$ cat src/rtl/gridwalk_pkg.sv
// ============================================================================
// Module   : gridwalk_pkg
// Purpose  : Command field layout and operation codes shared by gridwalk_param
// Revision : 1.0 - initial release
// ============================================================================
`default_nettype none

package gridwalk_pkg;

  localparam int SUB_BIT  = 0;
  localparam int AXIS_BIT = 1;
  localparam int MAG_LSB  = 2;

  localparam logic AXIS_X = 1'b1;
  localparam logic AXIS_Y = 1'b0;

  typedef enum logic [1:0] {
    OP_NONE = 2'd0,
    OP_MOVE = 2'd1,
    OP_UNDO = 2'd2
  } op_e;

endpackage

`default_nettype wire

$ cat src/rtl/gridwalk_hist.sv
// ============================================================================
// Module   : gridwalk_hist
// Purpose  : Position history LIFO; a push when full overwrites the oldest entry
// Revision : 1.0 - initial release
// ============================================================================
`default_nettype none

module gridwalk_hist #(
  parameter  int HIST_DEPTH = 4,
  parameter  int ENTRY_W    = 8,
  localparam int CNT_W      = $clog2(HIST_DEPTH + 1)
) (
  input  logic               clk,
  input  logic               rst,
  input  logic               i_push,
  input  logic               i_pop,
  input  logic [ENTRY_W-1:0] i_din,
  output logic [ENTRY_W-1:0] o_top,
  output logic [CNT_W-1:0]   o_count
);

  localparam int PTR_W = (HIST_DEPTH > 1) ? $clog2(HIST_DEPTH) : 1;
  localparam logic [PTR_W-1:0] c_last_idx = PTR_W'(HIST_DEPTH - 1);
  localparam logic [CNT_W-1:0] c_full_cnt = CNT_W'(HIST_DEPTH);

  logic [ENTRY_W-1:0] r_mem [HIST_DEPTH];
  logic [PTR_W-1:0]   r_wr_ptr;
  logic [PTR_W-1:0]   r_rd_ptr;
  logic [CNT_W-1:0]   r_count;

  logic             w_do_push;
  logic             w_do_pop;
  logic [PTR_W-1:0] w_wr_inc;
  logic [PTR_W-1:0] w_rd_dec;

  // Push wins over pop so a caller never has to arbitrate.
  assign w_do_push = i_push;
  assign w_do_pop  = i_pop & ~i_push & (r_count != '0);

  // Pointers walk a ring of HIST_DEPTH slots, so depth need not be a power of two.
  assign w_wr_inc = (r_wr_ptr == c_last_idx) ? '0 : r_wr_ptr + 1'b1;
  assign w_rd_dec = (r_rd_ptr == '0) ? c_last_idx : r_rd_ptr - 1'b1;

  always_ff @(posedge clk or posedge rst) begin
    if (rst) begin
      r_wr_ptr <= '0;
      r_rd_ptr <= '0;
      r_count  <= '0;
    end else if (w_do_push) begin
      r_rd_ptr <= r_wr_ptr;
      r_wr_ptr <= w_wr_inc;
      if (r_count != c_full_cnt) begin
        r_count <= r_count + 1'b1;
      end
    end else if (w_do_pop) begin
      r_wr_ptr <= r_rd_ptr;
      r_rd_ptr <= w_rd_dec;
      r_count  <= r_count - 1'b1;
    end
  end

  always_ff @(posedge clk) begin
    if (w_do_push) begin
      r_mem[r_wr_ptr] <= i_din;
    end
  end

  assign o_top   = r_mem[r_rd_ptr];
  assign o_count = r_count;

endmodule

`default_nettype wire

$ cat src/rtl/gridwalk_param.sv
// ============================================================================
// Module   : gridwalk_param
// Purpose  : Edge-commanded X/Y position stepper with saturate/wrap and undo
// Revision : 1.0 - initial release
// ============================================================================
`default_nettype none

module gridwalk_param
  import gridwalk_pkg::*;
#(
  parameter  int COORD_W    = 4,
  parameter  int STEP_W     = 2,
  parameter  int WRAP       = 0,
  parameter  int HIST_DEPTH = 4,
  localparam int HCNT_W     = $clog2(HIST_DEPTH + 1)
) (
  input  logic                 clk,
  input  logic                 rst,
  input  logic                 rot_event,
  input  logic [STEP_W+1:0]    y,
  input  logic                 undo,
  output logic [2*COORD_W-1:0] led,
  output logic                 clamp,
  output logic [HCNT_W-1:0]    hist_cnt
);

  logic               r_prev_rot;
  logic               r_prev_undo;
  logic [COORD_W-1:0] r_x;
  logic [COORD_W-1:0] r_y;
  logic               r_clamp;

  logic                 w_rot_edge;
  logic                 w_undo_edge;
  op_e                  w_op;
  logic                 w_sub;
  logic                 w_axis_x;
  logic [COORD_W:0]     w_mag_ext;
  logic [COORD_W-1:0]   w_cur;
  logic [COORD_W:0]     w_sum;
  logic                 w_ovf;
  logic [COORD_W-1:0]   w_next;
  logic [2*COORD_W-1:0] w_top;
  logic [HCNT_W-1:0]    w_hist_cnt;

  assign w_rot_edge  = rot_event & ~r_prev_rot;
  assign w_undo_edge = undo & ~r_prev_undo;

  // A move on the same edge as an undo takes priority; the undo is dropped.
  always_comb begin
    w_op = OP_NONE;
    if (w_rot_edge) begin
      w_op = OP_MOVE;
    end else if (w_undo_edge) begin
      w_op = OP_UNDO;
    end
  end

  assign w_sub     = y[SUB_BIT];
  assign w_axis_x  = (y[AXIS_BIT] == AXIS_X);
  assign w_mag_ext = {{(COORD_W + 1 - STEP_W){1'b0}}, y[MAG_LSB +: STEP_W]};
  assign w_cur     = w_axis_x ? r_x : r_y;
  assign w_sum     = w_sub ? ({1'b0, w_cur} - w_mag_ext) : ({1'b0, w_cur} + w_mag_ext);
  // The extra top bit is the carry on add and the borrow on subtract.
  assign w_ovf     = w_sum[COORD_W];

  generate
    if (WRAP != 0) begin : g_wrap
      assign w_next = w_sum[COORD_W-1:0];
    end else begin : g_sat
      assign w_next = w_ovf ? (w_sub ? '0 : '1) : w_sum[COORD_W-1:0];
    end
  endgenerate

  gridwalk_hist #(
    .HIST_DEPTH (HIST_DEPTH),
    .ENTRY_W    (2 * COORD_W)
  ) u_hist (
    .clk     (clk),
    .rst     (rst),
    .i_push  (w_op == OP_MOVE),
    .i_pop   (w_op == OP_UNDO),
    .i_din   ({r_y, r_x}),
    .o_top   (w_top),
    .o_count (w_hist_cnt)
  );

  // Edge history resets high so a level already asserted at release is ignored.
  always_ff @(posedge clk or posedge rst) begin
    if (rst) begin
      r_prev_rot  <= 1'b1;
      r_prev_undo <= 1'b1;
      r_x         <= '0;
      r_y         <= '0;
      r_clamp     <= 1'b0;
    end else begin
      r_prev_rot  <= rot_event;
      r_prev_undo <= undo;
      r_clamp     <= 1'b0;
      case (w_op)
        OP_MOVE: begin
          if (w_axis_x) begin
            r_x <= w_next;
          end else begin
            r_y <= w_next;
          end
          r_clamp <= w_ovf;
        end
        OP_UNDO: begin
          if (w_hist_cnt != '0) begin
            {r_y, r_x} <= w_top;
          end
        end
        default: ;
      endcase
    end
  end

  assign led      = {r_y, r_x};
  assign clamp    = r_clamp;
  assign hist_cnt = w_hist_cnt;

endmodule

`default_nettype wire

$ cat config.mk
export PLATFORM = sky130hd
export DESIGN_NAME = gridwalk_param
export DESIGN_NICKNAME = d
export VERILOG_FILES = /design/src/rtl/gridwalk_pkg.sv /design/src/rtl/gridwalk_hist.sv /design/src/rtl/gridwalk_param.sv
export SDC_FILE = /design/constraint.sdc
export NUM_CORES = 1
export LEC_CHECK = 0
export BUFFER_PORTS_ARGS = -buffer_cell sky130_fd_sc_hd__buf_2
export CORE_MARGIN = 3
export CORE_UTILIZATION = 64
export DETAILED_ROUTE_END_ITERATION = 10
export GPL_TIMING_DRIVEN = 0
export PLACE_DENSITY = 0.91
export SLEW_MARGIN = 0
export SYNTH_ARGS = -nofsm -noshare
export SYNTH_HDL_FRONTEND = slang
export SYNTH_HIERARCHICAL = 1
export SYNTH_SLANG_ARGS = --single-unit
$ cat constraint.sdc
create_clock -name clk -period 3.9 [get_ports clk]
set_input_delay 0.585 -clock clk [delete_from_list [all_inputs] [get_ports clk]]
set_output_delay 0.585 -clock clk [all_outputs]
set_load 0.02 [all_outputs]
==> impl_metrics.tcl <==
set metrics [dict create \
    cap_violations 0 \
    vias 1636 \
    crit_arrival_ns 2.93 \
    slew_viol_final 0 \
    antenna_found_initial 0 \
    synth_edf_count 32 \
    vias_per_cell 6.24 \
    tightestPinTransition_ns 0.583 \
    grt_pass1_wl_um 7890 \
    place_congestion 0.781 \
    period_share_pct 71.0 \
    total_power_uw 2110 \
    sequentialPowerShare_pct 41.8 \
    grt_overflow 0 \
    diodes 0 \
    switching_share_pct 38.0 \
    place_inst 254 \
    period_minus_slack_ns 2.77 \
    multi_input_area_um2 1020 \
    row_count 22 \
    post_cts_buffers 0 \
    setup_viol 0 \
    p_leak_uw 0.00107 \
    final_common_cell "edfxtp_1" \
    drive_above_1_share_pct 27.6 \
    port-buffer-count 18 \
    skew_ns 0.00375 \
    clock_sinks 50 \
    avgRoutedWirePerCell_um 19.1 \
    p_int_uw 1310 \
    ys_ff_latch 50 \
    power_density_nw_per_um2 751 \
    cts_made_buffers 5 \
    critPathMaxFanout 7 \
    core-area_um2 3740 \
    rsz0062_at_grt "no" \
    fin_cells 262 \
    grt_pass1_vias 1574 \
    clockBufferDepth 2 \
    root_buffer "clkbuf_8" \
    gr-usage-all-layers_pct 23.8 \
    syn-cell-area_um2 2540 \
    die_h_um 69.0 \
    dp_hpwl_um 3730 \
    synth_seq_area_share_pct 55.7 \
    ir_drop_mv 0.430 \
    pin_count 20 \
    pwr-share-comb_pct 41.5 \
    final_cell_mix "32 x edfxtp_1, 20 x buf_2, 16 x dfrtp_1" \
    relSlewSlack_pct 61.1 \
    cp-start-kind "input port" \
    path_cells "clkbuf_1 > mux2i_1 > ha_1 > inv_1 > fa_1 > a21o_4 > a211oi_2 > nor2_1 > o32ai_2 > o22ai_1" \
    fmax_ghz 0.361 \
    p_sw_uw 800 \
    ys_types 53 \
    synth_area_per_cell_um2 13.5 \
    yosysWarnings 6 \
    crit_type "in2reg" \
    design_area_um2 2800 \
    async_flop_share_pct 36.0 \
    grt_max_degree 17 \
    placed_cell_area_um2 2690 \
    hold_path_class "in2async" \
    cts_tree "yes" \
    p_clk_share_pct 16.8 \
    start_util_pct 67.8 \
    syn_inst 188 \
    nets 233 \
    status "finished, final reports clean" \
    area.sequential_um2 1410 \
    critical_path.top_delay_family "compound AO/OA/AOI/OAI gates" \
    path_clk_slew_ns 0.09 \
    drt_iter0_markers 169 \
    cts_hold_buffers 0 \
    finalHoldViolations 0 \
    die-area_um2 4760 \
    ant_nets 0 \
    dieWidth_um 69.0 \
    dr.pass1.iters 4 \
    clock_latency_ns 0.29 \
    yosys_most_used_dff "edfxtp_1" \
    area_growth_pct 10.4 \
    cts-resized-gates 0 \
    synth_nets 208 \
    tns_ns 0 \
    routed_wl_um 5000 \
    crit_slowest_cell "fa_1" \
    slowest_delay_ns 0.47 \
    num-fill-cells 244 \
    htree_levels 2 \
    crit_required_ns 4.06 \
    cp_num_buf_inv 2 \
    setup.worst_path.end_class "flip-flop" \
    drc_errors 0 \
]
==> per-stage QoR <==
stage | util [%] | setup WS, ns | hold slack [ns]
finish | 74.9 | 1.13 | 0.218
global route | 74.9 | 0.987 | 0.226
global placement | 71.9 | 0.967 | 0.525
CTS | 74.9 | 1.15 | 0.217
floorplan | - | 1.17 | 0.388
detailed placement | 71.9 | 0.866 | 0.546
==> area by class of cell <==
cell class	count	share of cell area [%]
plain buffers	6	1.70
clock buffers	5	2.45
clock inverters	3	1.61
inverters	15	2.01
multi-input cells	117	36.5
flip-flops and latches	50	50.4
well taps	48	2.14
repair buffers	18	3.21
==> registers in the layout, summed over array words and instances, names as in the netlist <==
| register | cells |
|---|---|
| u_hist/r_mem | 32 |
| r_x | 4 |
| u_hist/r_rd_ptr | 2 |
| r_prev_undo | 1 |
| clamp | 1 |
| r_y | 4 |
| r_prev_rot | 1 |
| u_hist/r_wr_ptr | 2 |
| u_hist/o_count | 3 |
==> cell families after synthesis <==
kind of cell               after synthesis  share of synthesized area (%)
DFF                                     50                           55.7
AOI/OAI and AO/OA                       47                           14.7
and+or+nand+nor                         40                           7.73
buffers and inverters                   21                           4.09
muxes                                   14                           9.61
adders and majority gates               12                           6.50
xor gates and xnor gates                 4                           1.68
==> power groups by stage <==
stage | clock network, uW | registers, uW | logic [uW]
CTS | 360 | 880 | 874
detailed placement | 0 | 891 | 866
global placement | 0 | 864 | 810
floorplan | 0 | 920 | 585
finish | 353 | 879 | 874
global route | 383 | 904 | 943
==> Yosys cell counts, types with 2 or more instances <==
cell type | instances | area, um2
o22ai_1 | 5 | 31.3
buf_6 | 3 | 33.8
nand2_1 | 13 | 48.8
edfxtp_1 | 32 | 961
dfrtp_1 | 16 | 400
and2_1 | 4 | 25.0
a21oi_1 | 5 | 25.0
a31oi_1 | 5 | 31.3
dfstp_2 | 2 | 52.6
ha_1 | 10 | 125
fa_1 | 2 | 40.0
o21ai_0 | 5 | 25.0
o22a_1 | 2 | 17.5
nor2_1 | 12 | 45.0
mux2_2 | 3 | 33.8
mux4_2 | 8 | 180
o211ai_1 | 4 | 30.0
inv_1 | 14 | 52.6
mux2i_1 | 3 | 30.0
nor3_1 | 2 | 10.0
buf_2 | 2 | 10.0
o21ai_1 | 4 | 20.0
xnor2_1 | 2 | 17.5
==> worst paths after layout <==
kind,startpoint,to,slack (ns),cells after the start
worst max-delay path,y[1],r_y[3]$_DFFE_PP0P_,1.13,10
worst min-delay path,rst,u_hist/o_count[2]$_DFFE_PP0P_,0.22,2
worst max register to register,r_x[0]$_DFFE_PP0P_,r_y[3]$_DFFE_PP0P_,1.33,9
worst min register to register,u_hist/r_wr_ptr[1]$_DFFE_PP0P_,u_hist/r_wr_ptr[1]$_DFFE_PP0P_,0.58,2
max in group asynchronous,rst,r_prev_rot$_DFF_PP1_,3.30,2
min in group clk,undo,r_prev_undo$_DFF_PP1_,0.40,1
==> layer usage <==
layer,up-vias,GRT usage (%),share of wire (%)
met5,-,0,0
met4,0,6.33,0.58
met3,6,4.38,5.0
met2,56,41.4,53
met1,819,30.8,41
li1,755,-,-
Note: power is estimated with default switching activity, not from simulation.
